`config.mk`:
```
export PLATFORM = sky130hd
export DESIGN_NAME = matvec_scheduler
export DESIGN_NICKNAME = d
export VERILOG_FILES = /design/src/rtl/matvec_pkg.sv /design/src/rtl/matvec_scheduler_rr_arbiter.sv /design/src/rtl/matvec_scheduler.sv
export SDC_FILE = /design/constraint.sdc
export NUM_CORES = 1
export LEC_CHECK = 0
export CAP_MARGIN = 20
export CORE_AREA = 5 5 272 274
export CTS_BUF_LIST = sky130_fd_sc_hd__clkbuf_2
export CTS_CLUSTER_SIZE = 24
export DETAILED_ROUTE_END_ITERATION = 7
export DIE_AREA = 0 0 277 279
export GPL_TIMING_DRIVEN = 0
export PLACE_DENSITY = 0.35
export SLEW_MARGIN = 15
export SYNTH_ARGS = -nofsm -noshare
export SYNTH_HDL_FRONTEND = slang
export SYNTH_SLANG_ARGS = --single-unit
```
`constraint.sdc`:
```
create_clock -name clk -period 11.1 [get_ports clk]
set_clock_uncertainty 0.05 [all_clocks]
set_input_delay 3.33 -clock clk [delete_from_list [all_inputs] [get_ports clk]]
set_output_delay 3.33 -clock clk [all_outputs]
set_load 0.005 [all_outputs]
```
`src/rtl/matvec_pkg.sv`:
```
// Shared types and widths for the matrix-vector scheduler.
// Job fields are sized by the multiplier limits below, so those limits live here.
package matvec_pkg;

   localparam int NUM_REQ  = 4;
   localparam int MAX_ROWS = 64;
   localparam int MAX_COLS = 64;

   localparam int RW  = $clog2(MAX_ROWS);
   localparam int CW  = $clog2(MAX_COLS);
   localparam int AW  = $clog2(MAX_ROWS * MAX_COLS);
   localparam int IDW = $clog2(NUM_REQ);

   typedef enum logic [2:0] {
      IDLE   = 3'd0,
      ARB    = 3'd1,
      START  = 3'd2,
      VREQ   = 3'd3,
      VWRITE = 3'd4,
      RUN    = 3'd5,
      DONE   = 3'd6
   } sched_state_t;

   typedef struct packed {
      logic [RW-1:0]  rows;
      logic [CW-1:0]  cols;
      logic [AW-1:0]  mat_base;
      logic [IDW-1:0] id;
   } mv_job_t;

endpackage

```
`src/rtl/matvec_scheduler_rr_arbiter.sv`:
```
// Round-robin pick: first set request at or after ptr_i, wrapping around.
// Purely combinational; the caller owns the pointer register.
module rr_arbiter #(
   parameter int N  = 4,
   parameter int IW = $clog2(N)
) (
   input  logic [N-1:0]  req_i,
   input  logic [IW-1:0] ptr_i,
   output logic [N-1:0]  grant_o,
   output logic [IW-1:0] idx_o,
   output logic          any_o
);

   logic [IW-1:0] j;

   // Walk offsets from farthest to nearest so the nearest set request is written last.
   always_comb begin
      j       = '0;
      grant_o = '0;
      idx_o   = '0;
      for (int i = N - 1; i >= 0; i--) begin
         j = IW'((int'(ptr_i) + i) % N);
         if (req_i[j]) begin
            idx_o   = j;
            grant_o = N'(1) << j;
         end
      end
   end

   assign any_o = |req_i;

endmodule

```
`src/rtl/matvec_scheduler.sv`:
```
// Shares one matvec multiplier among NUM_REQ requesters: round-robin grant,
// chunked vector load, registered result write-back and per-requester done.
module matvec_scheduler
   import matvec_pkg::*;
#(
   parameter int BANDWIDTH  = 16,
   parameter int DATA_WIDTH = 16,
   parameter int TIMEOUT    = 4096
) (
   input  logic                            clk,
   input  logic                            rst,
   input  logic [NUM_REQ-1:0]              req,
   input  logic [NUM_REQ*RW-1:0]           req_rows,
   input  logic [NUM_REQ*CW-1:0]           req_cols,
   input  logic [NUM_REQ*AW-1:0]           req_mat_base,
   output logic [NUM_REQ-1:0]              grant,
   output logic [NUM_REQ-1:0]              done,
   output logic                            error,
   output logic                            vec_rd_en,
   output logic [CW-1:0]                   vec_rd_addr,
   input  logic [BANDWIDTH*DATA_WIDTH-1:0] vec_rd_data,
   output logic [AW-1:0]                   mat_base,
   output logic                            mv_start,
   output logic [RW-1:0]                   mv_num_rows,
   output logic [CW-1:0]                   mv_num_cols,
   output logic                            mv_vec_we,
   output logic [CW-1:0]                   mv_vec_base,
   output logic [BANDWIDTH*DATA_WIDTH-1:0] mv_vec_data,
   input  logic [DATA_WIDTH-1:0]           mv_result,
   input  logic                            mv_result_valid,
   input  logic                            mv_busy,
   output logic                            res_wr_en,
   output logic [IDW-1:0]                  res_wr_id,
   output logic [RW-1:0]                   res_wr_addr,
   output logic [DATA_WIDTH-1:0]           res_wr_data,
   output logic [2:0]                      dbg_state
);

   localparam int TW = $clog2(TIMEOUT) + 1;
   localparam logic [CW:0]   BW_STEP   = (CW + 1)'(BANDWIDTH);
   localparam logic [TW-1:0] TIMEOUT_V = TW'(TIMEOUT);

   sched_state_t          state_q, state_d;
   mv_job_t               job_q, job_d;
   logic [IDW-1:0]        ptr_q, ptr_d;
   logic [CW:0]           chunk_q, chunk_d;
   logic [RW:0]           row_cnt_q, row_cnt_d;
   logic [TW-1:0]         timer_q, timer_d;
   logic                  err_q, err_d;
   logic                  res_en_q, res_en_d;
   logic [RW-1:0]         res_addr_q, res_addr_d;
   logic [DATA_WIDTH-1:0] res_data_q, res_data_d;
   logic [IDW-1:0]        res_id_q, res_id_d;

   logic [NUM_REQ-1:0]    arb_grant;
   logic [IDW-1:0]        arb_idx;
   logic                  arb_any;
   logic [RW-1:0]         sel_rows;
   logic [CW-1:0]         sel_cols;
   logic [AW-1:0]         sel_base;
   logic [NUM_REQ-1:0]    id_onehot;

   rr_arbiter #(.N(NUM_REQ), .IW(IDW)) u_arb (
      .req_i   (req),
      .ptr_i   (ptr_q),
      .grant_o (arb_grant),
      .idx_o   (arb_idx),
      .any_o   (arb_any)
   );

   assign sel_rows  = req_rows[arb_idx*RW +: RW];
   assign sel_cols  = req_cols[arb_idx*CW +: CW];
   assign sel_base  = req_mat_base[arb_idx*AW +: AW];
   assign id_onehot = NUM_REQ'(1) << job_q.id;

   always_ff @(posedge clk) begin
      if (rst) begin
         state_q    <= IDLE;
         job_q      <= '0;
         ptr_q      <= '0;
         chunk_q    <= '0;
         row_cnt_q  <= '0;
         timer_q    <= '0;
         err_q      <= 1'b0;
         res_en_q   <= 1'b0;
         res_addr_q <= '0;
         res_data_q <= '0;
         res_id_q   <= '0;
      end else begin
         state_q    <= state_d;
         job_q      <= job_d;
         ptr_q      <= ptr_d;
         chunk_q    <= chunk_d;
         row_cnt_q  <= row_cnt_d;
         timer_q    <= timer_d;
         err_q      <= err_d;
         res_en_q   <= res_en_d;
         res_addr_q <= res_addr_d;
         res_data_q <= res_data_d;
         res_id_q   <= res_id_d;
      end
   end

   always_comb begin
      state_d     = state_q;
      job_d       = job_q;
      ptr_d       = ptr_q;
      chunk_d     = chunk_q;
      row_cnt_d   = row_cnt_q;
      timer_d     = '0;
      err_d       = err_q;
      res_en_d    = 1'b0;
      res_addr_d  = res_addr_q;
      res_data_d  = res_data_q;
      res_id_d    = res_id_q;
      grant       = '0;
      done        = '0;
      error       = 1'b0;
      vec_rd_en   = 1'b0;
      mv_start    = 1'b0;
      mv_vec_we   = 1'b0;
      mv_vec_data = '0;

      case (state_q)
         IDLE: begin
            if (|req) state_d = ARB;
         end
         ARB: begin
            if (!arb_any) begin
               state_d = IDLE;
            end else begin
               grant = arb_grant;
               job_d = '{rows: sel_rows, cols: sel_cols, mat_base: sel_base, id: arb_idx};
               err_d = (sel_rows == '0) || (sel_cols == '0);
               state_d = ((sel_rows == '0) || (sel_cols == '0)) ? DONE : START;
            end
         end
         START: begin
            grant     = id_onehot;
            mv_start  = 1'b1;
            chunk_d   = '0;
            row_cnt_d = '0;
            state_d   = VREQ;
         end
         VREQ: begin
            grant     = id_onehot;
            vec_rd_en = 1'b1;
            state_d   = VWRITE;
         end
         VWRITE: begin
            grant       = id_onehot;
            mv_vec_we   = 1'b1;
            mv_vec_data = vec_rd_data;
            // One extra bit keeps chunk+BANDWIDTH from wrapping when cols is near MAX_COLS.
            if (chunk_q + BW_STEP >= {1'b0, job_q.cols}) begin
               state_d = RUN;
            end else begin
               chunk_d = chunk_q + BW_STEP;
               state_d = VREQ;
            end
         end
         RUN: begin
            grant   = id_onehot;
            timer_d = timer_q + TW'(1);
            if (mv_result_valid && (row_cnt_q < {1'b0, job_q.rows})) begin
               res_en_d   = 1'b1;
               res_addr_d = row_cnt_q[RW-1:0];
               res_data_d = mv_result;
               res_id_d   = job_q.id;
               row_cnt_d  = row_cnt_q + (RW + 1)'(1);
            end
            if ((row_cnt_q == {1'b0, job_q.rows}) && !mv_busy) begin
               state_d = DONE;
            end else if (timer_q >= TIMEOUT_V) begin
               err_d   = 1'b1;
               state_d = DONE;
            end
         end
         DONE: begin
            grant   = id_onehot;
            done    = id_onehot;
            error   = err_q;
            ptr_d   = (job_q.id == IDW'(NUM_REQ - 1)) ? '0 : job_q.id + IDW'(1);
            state_d = IDLE;
         end
         default: state_d = IDLE;
      endcase
   end

   assign vec_rd_addr = chunk_q[CW-1:0];
   assign mv_vec_base = chunk_q[CW-1:0];
   assign mat_base    = job_q.mat_base;
   assign mv_num_rows = job_q.rows;
   assign mv_num_cols = job_q.cols;
   assign res_wr_en   = res_en_q;
   assign res_wr_id   = res_id_q;
   assign res_wr_addr = res_addr_q;
   assign res_wr_data = res_data_q;
   assign dbg_state   = state_q;

endmodule

```
==> Flow_metrics.wiki <==
{| class="wikitable"
! Metric !! Value
|-
| Startpoint class of the critical path || input pin
|-
| Net Sw Power || 0.4427 mW
|-
| Worst-path cell chain || clkdlybuf4s50_1, or3_1, nand2_1, or3_1, clkbuf_1, buf_1, o22ai_1, clkdlybuf4s50_1
|-
| Routed wire length || 95.03 mm
|-
| Number of enable flip-flop cells after synthesis || 0
|-
| Die area || 0.07728 mm^2
|-
| Number of antenna violations at the first check in global routing || 33
|-
| Register area share after synthesis || 19.93%
|-
| # H-tree levels || 3
|-
| Design area || 0.01639 mm^2
|-
| All-layer global routing usage || 23.49%
|-
| Final weighted congestion in routability-driven placement || 0.9734
|-
| Number of hold buffers added after CTS || 0
|-
| Reg2Reg Setup Slack || 6.28 ns
|-
| DR pass1 iterations || 4
|-
| Endpoint class of the critical path || primary output
|-
| WHS Path Cells || 2
|-
| Horizontal extent of the die || 277 um
|-
| Slowest stage delay, CP || 0.59 ns
|-
| Category of the critical setup timing path || input pin to primary output
|-
| Combinational cell fraction of total power || 54.8%
|-
| Pins Over Slew Limit || 0
|-
| Highest achievable clock rate || 0.1059 GHz
|-
| Root buffer selected by CTS || clkbuf_2
|-
| Count of maximum capacitance violations || 0
|-
| Switching part of the total power || 39.98%
|-
| R2R depth || 13
|-
| Count of synthesis-stage warnings from yosys || 0
|-
| CTS tree || done
|-
| Buffers and inverters on the worst path || 4
|-
| Power Total || 1.107 mW
|-
| Share of flip-flops with an asynchronous set or reset after synthesis || 0%
|-
| Static Leakage || 5.934 nW
|-
| Crit path required time || 7.72 ns
|-
| Wire per inst || 34.67 um
|-
| Power per unit of standard cell area || 67.57 mW/mm^2
|-
| Syn Inst Count || 1055
|-
| Fraction of layout instances using a drive strength above 1 || 7.601%
|-
| Total number of vias || 10790
|-
| Largest net degree at the start of global routing || 14
|-
| Max_slew headroom || 30.37%
|-
| Starting Density || 11.30%
|-
| Post-route setup slack || 1.660 ns
|-
| Non-filler cells in the finished layout || 2741
|-
| Final critical path time including I/O delays and setup || 9.440 ns
|-
| Hold Fails Final Rpt || 0
|-
| Sum of overflow across all layers after global routing || 0
|-
| Clock sink count || 80
|-
| Setup repair after global routing missed its margin || false
|-
| Detail Route Antenna Nets || 0
|-
| Cell Rows || 98
|-
| Worst hold path startpoint || chunk_q[6]$_SDFFE_PP0P_
|-
| Clock transition at the registers of the reported paths || 0.25 ns
|-
| Data arrival at the endpoint of the critical path || 6.06 ns
|-
| Final critical-path share of the clock period || 85.05%
|-
| DRC violation total after the first TritonRoute iteration || 510
|-
| Stages on worst setup path || 8
|-
| Post-synth design cell area || 0.008036 mm^2
|-
| Resize count post-CTS || 0
|-
| Number of different library cells in the post-synthesis netlist || 57
|-
| Vias/cell || 3.938
|-
| Vias in the first global route || 11550
|-
| Total number of nets in the final design || 2171
|-
| Die height || 279 um
|-
| Wire length of the first global-routing pass || 121.4 mm
|-
| Count of buffers from port buffering || 696
|-
| Maximum clock path buffer count || 2
|-
| Area of the core || 0.07112 mm^2
|-
| Worst-Skew Late Latency || 0.75 ns
|-
| Instance area after placement || 0.01625 mm^2
|-
| Reg2reg start || ptr_q[0]$_SDFFE_PP0P_
|-
| Number of buffers created by CTS || 9
|-
| Min-Delay Path Class || flip-flop to flip-flop
|-
| CP Max Fanout || 10
|-
| Endpoint of the worst register-to-register path || mv_num_rows[4]$_SDFFE_PP0P_
|-
| Transition time at the pin with the least slew margin || 1.042 ns
|-
| Layout overhead on the synthesized area || 103.9%
|-
| Placed cell count || 2711
|-
| Relative contribution of the clock network to total power || 16.6%
|-
| DR DRC count || 0
|-
| Post-detail-place hpwl || 85.15 mm
|-
| Worst path slowest cell || clkdlybuf4s50_1
|-
| Outcome || finished clean
|-
| Mapped Avg Cell Area || 7.617 um^2
|-
| Number of storage elements in the synthesis netlist || 80
|-
| Maximum VDD drop || 0.03664 mV
|-
| Internal power || 0.6647 mW
|-
| Top FF cell, synth || dfxtp_1
|-
| Worst hold path endpoint || chunk_q[6]$_SDFFE_PP0P_
|-
| Number of top-level pins || 708
|-
| Pre-CTS WS || 1.626 ns
|-
| Largest delay share family, worst path || buffers and inverters
|-
| Postcts setup bufs || 0
|-
| Post-Route Setup TNS || 0 ns
|-
| Fraction of power consumed by sequential logic || 28.6%
|-
| Setup violation total in the final timing report || 0
|}
==> placed cells by master (no fill, tap or decap), types with 37 or more instances in the layout <==
cell type / count
nand2_1: 66
clkbuf_1: 62
buf_4: 41
o211ai_1: 53
nor2_1: 60
and2_1: 263
dfxtp_1: 80
mux2i_1: 63
clkdlybuf4s50_1: 696
nand3_1: 37
==> power by group through the flow <==
stage	registers, mW	clock network, mW	logic (mW)
after floorplan	0.316	0	0.227
after detailed placement	0.323	0	0.611
after CTS	0.318	0.200	0.617
after global routing	0.320	0.213	0.647
after global placement	0.323	0	0.613
final	0.317	0.184	0.606
==> registers in the layout (all words and copies together) (netlist names), 6 cells and up <==
signal,flops
mat_base,12
mv_num_cols,6
mv_num_rows,6
res_wr_addr,6
res_wr_data,16
row_cnt_q,7
timer_q,13
==> worst max-delay path by stage <==
stage          startpoint       end  slack [ns]
2_1_floorplan      req[2]  grant[0]        2.89
3_3_place_gp       req[1]  grant[1]        1.61
3_5_place_dp       req[1]  grant[1]        1.63
4_1_cts            req[1]  grant[1]        1.61
5_1_grt            req[1]  grant[1]        1.50
6_report           req[1]  grant[1]        1.66
==> area by class of cell <==
class	instances	area, um^2
antenna	15	37.54
buffer	128	673.1
clock buffer	12	60.06
clock inverter	3	43.79
fill	7893	54730
inverter	23	86.33
multi-input combinational	831	5707
sequential	80	1602
tap	950	1189
timing repair buffer	699	6989
==> synthesized netlist by cell type (all sizes together) (5+ instances only) <==
master  count  share of area [%]
and2      263                 20
dfxtp      80                 20
buf        66                5.5
nand2      66                3.1
mux2i      63                7.8
clkbuf     62                2.9
nor2       60                2.8
o211ai     53                5.0
a21oi      37                2.4
nand3      37                2.3
o21ai      37                2.3
mux2       26                4.5
a221oi     24                4.2
ha         23                3.6
inv        23                1.1
nor3       23                1.4
a211oi     13                1.2
xor2        9               0.98
or4         8               0.75
nor2b       7               0.54
o21a        6               0.56
o22ai       6               0.47
a211o       5               0.54
a22oi       5               0.47
nor4        5               0.39
or2         5               0.39
or3         5               0.39
==> worst min-delay path: stages (launching register included) <==
cell and delay (ns):
dfxtp_1 0.38, nand2_1 0.05, nor2_1 0.03
==> layer usage <==
metal / vias up / wire [um] / GRT usage (%)
li1: 5065 / - / -
met1: 5178 / 33850 / 24.14
met2: 465 / 51850 / 46.43
met3: 80 / 7642 / 8.512
met4: 6 / 1645 / 3.453
met5: - / 34 / 0
==> cell families after synthesis <==
group	Yosys count	synth area share, %
xor gates and xnor gates	12	1.308
AOI/OAI and AO/OA	203	18.89
DFF	80	19.93
buffers and inverters	151	9.450
muxes	91	12.89
and+or+nand+nor	494	33.91
adders and majority gates	23	3.581
other	1	0.04666
==> per-stage QoR <==
stage / util, % / hold slack [ns]
finish: 23.04 / 0.4117
global placement: 22.80 / 0.3915
global route: 23.02 / 0.4414
CTS: 22.99 / 0.4175
detailed placement: 22.84 / 0.3901
floorplan: - / 0.3714
(Power assumes the default switching activity.)
